### src/rtl/instr_fetch_stage.sv
// -----------------------------------------------------------------------------
// instr_fetch_stage
//
// Instruction-fetch stage with an IF/ID pipeline register. Holds the PC, issues
// one instruction-memory request at a time, captures the returned word into
// IF/ID and exposes the opcode/funct fields to the decode and control logic.
// Supports a downstream stall (with a one-word hold buffer) and a branch
// redirect that flushes IF/ID and discards any in-flight response.
//
// Parameters
//   PC_WIDTH      : PC / fetch-address width
//   RESET_PC      : PC after reset (word aligned)
//
// Ports
//   clk           : clock, rising edge
//   rst_n         : asynchronous active-low reset
//   imem_req      : one-cycle fetch request strobe (decoded from state)
//   imem_addr     : fetch address, always equal to the PC
//   imem_ready    : one-cycle response strobe
//   imem_rdata    : instruction word, valid with imem_ready
//   stall         : decode cannot accept a new instruction this cycle
//   branch_taken  : redirect pulse (branch & zero)
//   branch_target : redirect address, low two bits ignored
//   id_valid      : IF/ID holds a live instruction
//   id_instr      : IF/ID instruction word
//   id_pc_plus4   : address of the IF/ID instruction + 4
//   instr_op      : id_instr[31:26] to the main control unit
//   instr_funct   : id_instr[5:0] to the ALU control unit
// -----------------------------------------------------------------------------
module instr_fetch_stage #(
    parameter int unsigned          PC_WIDTH = 32,
    parameter logic [PC_WIDTH-1:0]  RESET_PC = '0
) (
    input  logic                clk,
    input  logic                rst_n,
    output logic                imem_req,
    output logic [PC_WIDTH-1:0] imem_addr,
    input  logic                imem_ready,
    input  logic [31:0]         imem_rdata,
    input  logic                stall,
    input  logic                branch_taken,
    input  logic [PC_WIDTH-1:0] branch_target,
    output logic                id_valid,
    output logic [31:0]         id_instr,
    output logic [PC_WIDTH-1:0] id_pc_plus4,
    output logic [5:0]          instr_op,
    output logic [5:0]          instr_funct
);

    typedef enum logic [1:0] {
        S_IDLE = 2'd0,
        S_REQ  = 2'd1,
        S_WAIT = 2'd2,
        S_HOLD = 2'd3
    } state_t;

    state_t                state_q,       state_d;
    logic [PC_WIDTH-1:0]   pc_q,          pc_d;
    logic                  drop_q,        drop_d;
    logic [31:0]           hold_q,        hold_d;
    logic                  id_valid_q,    id_valid_d;
    logic [31:0]           id_instr_q,    id_instr_d;
    logic [PC_WIDTH-1:0]   id_pc_plus4_q, id_pc_plus4_d;

    logic [PC_WIDTH-1:0]   pc_plus4;
    logic [PC_WIDTH-1:0]   target_aligned;
    logic                  slot_free;
    logic                  unused_tgt_lsbs;

    // Natural wrap of the adder gives the modulo-2^PC_WIDTH increment.
    assign pc_plus4        = pc_q + PC_WIDTH'(4);
    assign target_aligned  = {branch_target[PC_WIDTH-1:2], 2'b00};
    assign unused_tgt_lsbs = ^branch_target[1:0];

    // The IF/ID slot can take a new word if it is empty or is being consumed now.
    assign slot_free = !id_valid_q || !stall;

    always_comb begin
        state_d       = state_q;
        pc_d          = pc_q;
        drop_d        = drop_q;
        hold_d        = hold_q;
        id_valid_d    = id_valid_q;
        id_instr_d    = id_instr_q;
        id_pc_plus4_d = id_pc_plus4_q;

        // Consumption by decode; a load below in the same cycle overrides it.
        if (id_valid_q && !stall) begin
            id_valid_d = 1'b0;
            id_instr_d = '0;
        end

        case (state_q)
            S_IDLE: state_d = S_REQ;
            S_REQ:  state_d = S_WAIT;
            S_WAIT: begin
                if (imem_ready) begin
                    if (drop_q) begin
                        // Stale response from before a redirect.
                        drop_d  = 1'b0;
                        state_d = S_REQ;
                    end else if (slot_free) begin
                        id_valid_d    = 1'b1;
                        id_instr_d    = imem_rdata;
                        id_pc_plus4_d = pc_plus4;
                        pc_d          = pc_plus4;
                        state_d       = S_REQ;
                    end else begin
                        hold_d  = imem_rdata;
                        state_d = S_HOLD;
                    end
                end
            end
            S_HOLD: begin
                if (!stall) begin
                    id_valid_d    = 1'b1;
                    id_instr_d    = hold_q;
                    id_pc_plus4_d = pc_plus4;
                    pc_d          = pc_plus4;
                    state_d       = S_REQ;
                end
            end
            default: state_d = S_IDLE;
        endcase

        // Redirect wins over stall, loads and consumption.
        if (branch_taken) begin
            pc_d       = target_aligned;
            id_valid_d = 1'b0;
            id_instr_d = '0;
            hold_d     = '0;
            case (state_q)
                // The request issued this cycle will still answer: drop it.
                S_REQ: begin
                    drop_d  = 1'b1;
                    state_d = S_WAIT;
                end
                S_WAIT: begin
                    if (imem_ready) begin
                        // The outstanding response is consumed right here, so
                        // nothing is left in flight; refetch immediately.
                        drop_d  = 1'b0;
                        state_d = S_REQ;
                    end else begin
                        drop_d  = 1'b1;
                        state_d = S_WAIT;
                    end
                end
                default: begin
                    drop_d  = 1'b0;
                    state_d = S_REQ;
                end
            endcase
        end
    end

    always_ff @(posedge clk or negedge rst_n) begin
        if (!rst_n) begin
            state_q       <= S_IDLE;
            pc_q          <= RESET_PC;
            drop_q        <= 1'b0;
            hold_q        <= '0;
            id_valid_q    <= 1'b0;
            id_instr_q    <= '0;
            id_pc_plus4_q <= '0;
        end else begin
            state_q       <= state_d;
            pc_q          <= pc_d;
            drop_q        <= drop_d;
            hold_q        <= hold_d;
            id_valid_q    <= id_valid_d;
            id_instr_q    <= id_instr_d;
            id_pc_plus4_q <= id_pc_plus4_d;
        end
    end

    assign imem_req    = (state_q == S_REQ);
    assign imem_addr   = pc_q;
    assign id_valid    = id_valid_q;
    assign id_instr    = id_instr_q;
    assign id_pc_plus4 = id_pc_plus4_q;
    assign instr_op    = id_instr_q[31:26];
    assign instr_funct = id_instr_q[5:0];

endmodule

### config.mk
export PLATFORM = sky130hd
export DESIGN_NAME = instr_fetch_stage
export DESIGN_NICKNAME = d
export VERILOG_FILES = /design/src/rtl/instr_fetch_stage.sv
export SDC_FILE = /design/constraint.sdc
export NUM_CORES = 1
export LEC_CHECK = 0
export CAP_MARGIN = 15
export CORE_MARGIN = 4
export CORE_UTILIZATION = 40
export CTS_CLUSTER_SIZE = 12
export DETAILED_ROUTE_END_ITERATION = 8
export PLACE_DENSITY = 0.66
export SLEW_MARGIN = 20
export SYNTH_ARGS = -nofsm -noshare
export SYNTH_HDL_FRONTEND = slang
export SYNTH_SLANG_ARGS = --single-unit
### constraint.sdc
create_clock -name clk -period 2.4 [get_ports clk]
set_input_delay 0.24 -clock clk [delete_from_list [all_inputs] [get_ports clk]]
set_output_delay 0.24 -clock clk [all_outputs]
set_load 0.01 [all_outputs]
==> run metrics, run 1 <==
post-route clock skew=0.005458 ns; Placement Setup Slack=about 0.25 ns; post-synth top area share=between 50% and 60%; placed inst area=between 0.008 and 0.009 mm^2; CTS sink count=between 100 and 150; Synth Instances=roughly 700; largest cells by area after synthesis=dfrtp_1, nand2_1, o21ai_0, xnor2_1, a22oi_1; clk_lat worst skew=between 0.4 and 0.5 ns; drc violations=0; GRT Overall Usage=roughly 20%; cts bufs inserted=17; Diodes inserted=0; TritonCTS clock tree=built; Rel. slew slack=between 60% and 70%; Initial Util=41.24%; YS warnings=0; DR WL/cell=roughly 17 um; register area share after synthesis=50.53%; CP required=~2.7 ns; asr flop ratio synth=100.0%; Tcrit/Tclk final=90.08%; ys flop type=dfrtp_1; setup_tns=0 ns; mean instance size in the synthesized netlist=between 9 and 10 um^2; Yosys top cell by area=dfrtp_1; root buffer cell=clkbuf_16; crit-path leading delay family=simple AND/OR/NAND/NOR gates; cell area after layout=roughly 0.0088 mm^2; run status=complete, no violations; die area=~0.018 mm^2; worst min-delay path category=input pin to asynchronous set/reset pin; fillers=1,352; core footprint=around 0.015 mm^2; final core utilization=a little under three fifths; die width=133.9 um; slowest stage delay, CP=0.48 ns; Port Buffer Count=between 150 and 200; via count=approximately 5.6k; FF-to-FF Start=imem_addr[2]; Power Dens Cells=a little over 800 mW/mm^2; first-pass GRT wire length=~29,000 um; Pleak=about 3.4 nW; worst-path fanout max=8; total grt overflow=0; fmax=between 400 and 500 MHz; area grow syn2layout=39.12%; CP Launch Type=flip-flop; worst setup margin=approximately 0.24 ns; nets=around 900; final worst path period need=about 2.2 ns; highest-delay cell along the critical path=dfrtp_1; CP Cell Sequence=ha_1 > and4_1 > nand4_4 > nor4_1 > xnor2_1 > o21ai_1; clk buf depth=2; Worst Tran Pin Value=around 0.58 ns; Cell Area, Synth=approximately 0.0063 mm^2; top sig layer=met4; Max-cap violations=0; Max Slew Vio Count=0; Setup-failing EPs final=0; register bit count reported by yosys=between 100 and 150; final wirelength=between 15,000 and 20,000 um; met2 wire len=between 8000 and 9000 um; peak supply drop=0.0004667 V; type of element capturing the critical path=flip-flop; largest net degree at the start of global routing=63; Routability Congestion=slightly above 0.8; 1st-iter DRT viols=approximately 350; WP data arrival=~2.5 ns; EDFF count, synth=0; antenna violations before repair=0; clk slew on worst S/H paths=around 0.06 ns; Met3 Wirelength=1028 um; Detailed Place HPWL=12,240 um; Yosys cell types=44; vias in the first global route=5,707; Hold Fails Final Rpt=0; WS Path Type=flip-flop to flip-flop; crit path launch=imem_addr[2]; row count=45; vias per inst=around 5.2; Detail Route Antenna Nets=0; share of layout cells above drive strength 1=under 10%; top-level I/O count=approximately 180; RSZ-0062 raised after global routing=no; CP Buf/Inv Count=0; Die Ht=between 100 and 150 um; Clock H-tree levels=4; met1 wire length=roughly 7500 um; Pre-Repair DR Iteration Count=5
final timing paths:
| path | end | slack, ns | cells past startpoint |
|---|---|---|---|
| min in group clk | imem_addr[24] | 0.30 | 3 |
| max | id_pc_plus4[30] | 0.24 | 6 |
| min | id_pc_plus4[3] | 0.25 | 2 |
| max in group asynchronous | hold_q[5] | 1.52 | 3 |
| min reg2reg | id_pc_plus4[12] | 0.48 | 2 |
| max reg2reg | id_pc_plus4[30] | 0.24 | 6 |
stage by stage:
step	hold slack, ns	total power, mW	instances
2_1_floorplan	-0.05559	3.625	701
3_3_place_gp	0.1399	4.698	1040
3_5_place_dp	0.1479	4.766	1040
5_1_grt	0.2713	7.509	1073
6_report	0.2522	7.118	1073
4_1_cts	0.2421	7.202	1073
layer usage:
layer | vias up | track usage, %
li1 | 2661 | -
met3 | 26 | 4.951
met2 | 189 | 32.76
met1 | 2741 | 25.58
met4 | 0 | 7.600
met5 | - | 0
flip-flops by register name, summed over array words and instances, names as in the netlist:
signal       count
hold_q          32
id_instr        32
id_pc_plus4     30
imem_addr       30
state_q          2
drop_q           1
id_valid         1
power by group:
part           internal (mW)  switching, mW
Combinational          0.972           1.00
Sequential              2.46          0.268
Clock                   1.44          0.972
area by class of cell:
cell class	count	area [um^2]	area share [%]
Clock buffer	18	439.2	4.980
Clock inverter	14	117.6	1.334
Sequential cell	128	3203	36.32
Inverter	5	18.77	0.2128
Multi-Input combinational cell	505	2844	32.25
Timing Repair Buffer	192	1932	21.91
Tap cell	211	264.0	2.994
placed cells by master, fill, tap and decap left out, drive strengths merged, types with 2 or more instances in the layout:
cell type and count:
a21oi 36, a22oi 32, and4 3, buf 21, clkbuf 18, clkdlybuf4s50 170, clkinv 6, clkinvlp 6
conb 4, dfrtp 128, ha 5, inv 6, nand2 179, nand2b 2, nand3 14, nand3b 2
nand4 18, nor2 20, nor2b 3, nor3 12, nor4 9, o21ai 94, o31ai 2, or2 2
xnor2 30, xor2 26
repair_timing:
item                                    4_1_cts  5_1_grt
hold endpoints to repair                     17        0
buffers inserted                              0        0
hold buffers                                  1        0
gates resized for setup                       0        1
endpoints found under the setup margin        0        1
Yosys cell counts (2+ instances only):
library cell	n
nor4_2	2
a22oi_1	32
nor4_1	5
nor2_1	20
xor2_1	26
ha_1	5
nand2_1	179
nand3b_1	2
o31ai_1	2
nand4_1	16
o21ai_1	12
clkbuf_1	33
a21oi_1	36
nor3_1	12
o21ai_0	82
buf_6	2
xnor2_1	30
nor2b_1	3
buf_4	16
nand2b_1	2
nand4_4	2
inv_1	5
nand3_1	13
and4_1	3
buf_2	11
dfrtp_1	128
nor4_4	2
cell families (layout without fill, tap and decap cells):
family	after synthesis	after routing	share of synthesized area, %
simple gates	268	268	19.76
xor+xnor	56	56	7.738
other cells	1	4	0.05916
mux	2	2	0.3356
flops	128	128	50.53
fa+ha+maj	5	5	0.9870
buf+inv	68	229	5.428
compound gates	170	170	15.16
Power figures use the tool's default switching activity.
==> run 2: changes to the inputs <==
SKIP_CTS_REPAIR_TIMING = 1   (was default)
clock period = 2.67 ns   (was 2.4 ns; I/O delays follow)
==> run 2 against run 1 <==
Effect of this change:
- final area fell by 0.31%
- critical path depth did not move
- wire length fell by 0.67%
- sequential power fell by 9.9%
- count of clock-buffer cells in the layout rose by 7
- combinational power fell by 12%
- non-clock buffer count fell by 4
==> run metrics, run 2 (synthesis gave the netlist of run 1 again) <==
run status=complete, no violations; Power Dens Cells=between 700 and 800 mW/mm^2; commonest non-fill, non-tap cell in the layout=nand2_1; Max-cap violations=0; total power=about 6.5 mW; CP Cell Sequence=ha_1 > and4_1 > nand4_4 > nor4_1 > xnor2_1 > o21ai_1; vias per inst=roughly 5.2; R2R Setup Slk=around 0.5 ns; 1st-iter DRT viols=between 400 and 500; die width=133.9 um; fmax=460.2 MHz; Hold Fails Final Rpt=0; fillers=1,369; Pleak=3.424 nW; GRT Overall Usage=~20%; vias in the first global route=approximately 5.6k; WP data arrival=2.46 ns; largest net degree at the start of global routing=between 60 and 70; Detail Route Antenna Nets=0; first-pass GRT wire length=between 20,000 and 30,000 um; Clock H-tree levels=4; crit-path leading delay family=simple AND/OR/NAND/NOR gates; Tcrit/Tclk final=about four fifths; area grow syn2layout=38.69%; via count=about 5.5k; Die Ht=133.9 um; Routability Congestion=between 0.8 and 0.9; clk buf depth=2; DR WL/cell=between 15 and 20 um; setup_tns=0 ns; TritonCTS clock tree=built; CTS sink count=roughly 130; peak supply drop=~0.00042 V; Max Slew Vio Count=0; Diodes inserted=0; cts bufs inserted=17; Detailed Place HPWL=roughly 12,000 um; highest-delay cell along the critical path=dfrtp_1; placed inst area=0.008190 mm^2; RSZ-0062 raised after global routing=no; total grt overflow=0; Setup-failing EPs final=0; Initial Util=roughly two fifths; top-level I/O count=179; slowest stage delay, CP=0.47 ns; WS Path Type=flip-flop to flip-flop; Port Buffer Count=172; drc violations=0; worst min-delay path category=input pin to asynchronous set/reset pin; CP Buf/Inv Count=0; final wirelength=17,590 um; Rel. slew slack=approximately 57%; die area=between 0.015 and 0.02 mm^2; Worst Tran Pin Value=approximately 0.65 ns; worst-path fanout max=8; root buffer cell=clkbuf_16; most frequent cells in the layout=nand2_1, clkdlybuf4s50_1, dfrtp_1; antenna violations before repair=0; nets=slightly above 900; post-route clock skew=0.007745 ns; cell area after layout=between 0.008 and 0.009 mm^2; type of element capturing the critical path=flip-flop; clk slew on worst S/H paths=0.05 ns; row count=45; Pre-Repair DR Iteration Count=5; share of layout cells above drive strength 1=7.001%; final worst path period need=2.173 ns; CP required=2.95 ns; clk_lat worst skew=between 0.4 and 0.5 ns; CP Launch Type=flip-flop; core footprint=~0.015 mm^2
-- run 2: cell types whose count changed in the layout (fill, tap and decap cells not counted), sizes merged --
cell / delta
clkbuf: +7
bufinv: +2
clkinvlp: -6
buf: -4
clkinv: -3
inv: -1
-- run 2: worst paths after layout --
kind,start,to,cells after the start
worst max-delay path,imem_addr[2],id_pc_plus4[30],6
worst min-delay path,rst_n,id_pc_plus4[5],2
worst max register to register,imem_addr[2],id_pc_plus4[30],6
worst min register to register,id_instr[6],id_instr[6],2
max in group asynchronous,rst_n,id_instr[2],3
min in group clk,branch_taken,drop_q,3
-- run 2: layout make-up --
type	instances	area, um^2	area share [%]
repair buffers	188	1877	21.35
clock buffers	25	485.5	5.522
clock inverters	6	105.1	1.196
inverters	5	18.77	0.2135
well taps	211	264.0	3.003
flip-flops and latches	128	3203	36.44
multi-input cells	505	2838	32.28
-- run 2: per-stage QoR --
step / hold slack (ns) / utilization (%) / setup WS, ns / cells
final: 0.3647 / 57.19 / 0.4970 / 1068
after global routing: 0.4044 / 57.19 / 0.2626 / 1068
after CTS: -0.1836 / 57.13 / 0.4871 / 1067
after detailed placement: 0.2657 / 53.28 / 0.3034 / 1036
after global placement: 0.2522 / 53.28 / 0.3695 / 1036
after floorplan: -0.02859 / - / 0.6233 / 701
-- run 2: report_power, final --
| part | switching (mW) | internal, mW |
|---|---|---|
| clock | 0.798 | 1.53 |
| sequential | 0.243 | 2.22 |
| combinational | 0.888 | 0.853 |
-- run 2: layer usage --
metal  routed length [um]  part of all wire (%)  up-vias  global-route usage [%]
li1                     -                     -     2654                       -
met1                 7790                    44     2692                   25.76
met2                 8542                    49      160                   32.51
met3                  950                   5.4       28                   4.726
met4                  310                   1.8        0                   7.600
met5                    0                     0        -                       0
==> RTL edit: new RTL, settings of run 1 <==
Register the input `branch_target` before use, cleared by the reset. The logic sees it one clock later. The other inputs are not delayed to match.
--- a/src/rtl/instr_fetch_stage.sv
+++ b/src/rtl/instr_fetch_stage.sv
@@ -56,2 +56,12 @@
 
+    logic [PC_WIDTH-1:0] branch_target_q;
+
+    always_ff @(posedge clk or negedge rst_n) begin
+        if (!rst_n) begin
+            branch_target_q <= '0;
+        end else begin
+            branch_target_q <= branch_target;
+        end
+    end
+
     state_t                state_q,       state_d;
@@ -71,4 +81,4 @@
     assign pc_plus4        = pc_q + PC_WIDTH'(4);
-    assign target_aligned  = {branch_target[PC_WIDTH-1:2], 2'b00};
-    assign unused_tgt_lsbs = ^branch_target[1:0];
+    assign target_aligned  = {branch_target_q[PC_WIDTH-1:2], 2'b00};
+    assign unused_tgt_lsbs = ^branch_target_q[1:0];
 
Check against the original RTL: not equivalent (a bounded check fails within 4 cycles, from zero or initial values and one cycle with rst_n low).
==> RTL edit against run 1 <==
Clock skew up 0.0052 ns. Sequential cell count up 30. Wire length up 4.8%. Synthesized area up 11%. Power up 9.4%. Critical path type unchanged. Synthesized cell count up 0.29%. Design area up 8.4%. Worst setup slack worse by 0.072 ns. Critical endpoint is now imem_addr[29]$_DFFE_PN0P_.
==> RTL edit: results (changes against run 1) <==
CP peak stage delay: 0.43 ns (-0.05 ns)
Vias: 5694 (+1.4%)
Bufs w/o clock: 196 (+2.1%)
Top Family by Delay on Critical Path: flip-flops
Number of global-route vias before repair: 5830 (+2.2%)
M2 GR Usage: 31.2% (-1.5 points)
Max IR drop VDD: 0.000565 V (+21%)
Sequential share of the synthesized area: 56.0% (+5.5 points)
Met2 wire len: 8920 um (+0.94%)
GR met1 Demand/Resource: 24.4% (-1.1 points)
Starting DRT DRC Count: 546 (+57%)
Critical path arrival: 2.54 ns (+0.08 ns)
First-pass GRT wire length: 30600 um (+5.9%)
Slew at the pin with the worst max-slew slack: 0.706 ns (+0.122 ns)
Synth Cell Area: 7060 um^2 (+11%)
Status: complete, no violations
Area post-placement: 8960 um^2 (+8.7%)
Largest net degree at the start of global routing: 75 (+19%)
Non-clock buffer share: 20.2% (-1.7 points)
Max layer used: met5
Setup Skew: 0.0106 ns (+0.00518 ns)
Sw Pwr: 2390 uW (+6.6%)
Leak: 0.00380 uW (+11%)
First-pass iteration count of the detailed router: 8 (+3)
FF+latch count, synth: 158 (+23%)
DP HPWL: 13100 um (+6.7%)
Synth area leaders: dfrtp_1 (56%), nand2_1 (7.8%), o21ai_0 (4.0%)
Final-layout clock-cell area share: 5.89% (-0.42 points)
Multi-input combinational area share: 29.4% (-2.8 points)
Seq/total area: 41.4% (+5.0 points)
Average wire per standard cell: 17.0 um (+3.0%)
Placed insts: 1058 (+1.7%)
#MultiIn Comb: 476 (-5.7%)
Fill count: 1547 (+14%)
Reg2reg start: state_q[0]$_DFFE_PN0P_
Post-layout util: 55.3% (-2.1 points)
Gr usage total: 19.2% (-0.72 points)
Worst min path class: in -> reg
Synthesized area per cell: 10.1 um^2 (+11%)
GPL Wtd Cong: 0.862 (+4.4%)
Unique masters post-synth: 45 (+2.3%)
Layout cell share with drive strength beyond 1: 8.88% (+0.64 points)
Layout Nets: 928 (+0.54%)
## RTL edit: cell count changes after synthesis, sizes merged, moves of 3 or more
| cell | run 1 | this run |
|---|---|---|
| or4 | 0 | 3 |
| and3 | 1 | 5 |
| dfrtp | 128 | 158 |
| nand2 | 179 | 146 |
| buf | 30 | 25 |
| nor4 | 9 | 4 |
| xor2 | 26 | 31 |
| o21ai | 94 | 57 |
| o2bb2ai | 1 | 31 |
| clkbuf | 33 | 39 |
| xnor2 | 30 | 24 |
| nand4 | 18 | 14 |
| nand3 | 14 | 23 |
## RTL edit: repair_timing
item	CTS	global route
resized for setup	0	2
setup endpoints to repair	0	2
hold buffers	1	0
setup buffers	0	1
endpoints found under the hold margin	72	0
## RTL edit: path summary, 6_finish.rpt
kind	endpoint	slack (ns)	depth (start not counted)
max in group asynchronous	id_instr[17]$_DFF_PN0_	1.30	3
setup / recovery	imem_addr[29]$_DFFE_PN0P_	0.17	8
min in group asynchronous	hold_q[18]$_DFFE_PN0P_	0.40	2
hold reg to reg	imem_addr[20]$_DFFE_PN0P_	0.45	2
hold / removal	branch_target_q[27]$_DFF_PN0_	0.25	1
setup reg to reg	imem_addr[29]$_DFFE_PN0P_	0.17	8
## RTL edit: cells by family (layout without fill, tap and decap cells)
| logic type | count (synthesis) | count (layout) | share of synthesized area (%) |
|---|---|---|---|
| compound gates | 167 | 167 | 15.0 |
| xor+xnor | 55 | 55 | 6.82 |
| fa+ha+maj | 5 | 5 | 0.886 |
| buf+inv | 69 | 233 | 4.68 |
| flops | 158 | 158 | 56.0 |
| mux | 3 | 3 | 0.461 |
| other cells | 1 | 4 | 0.0531 |
| simple gates | 242 | 242 | 16.0 |
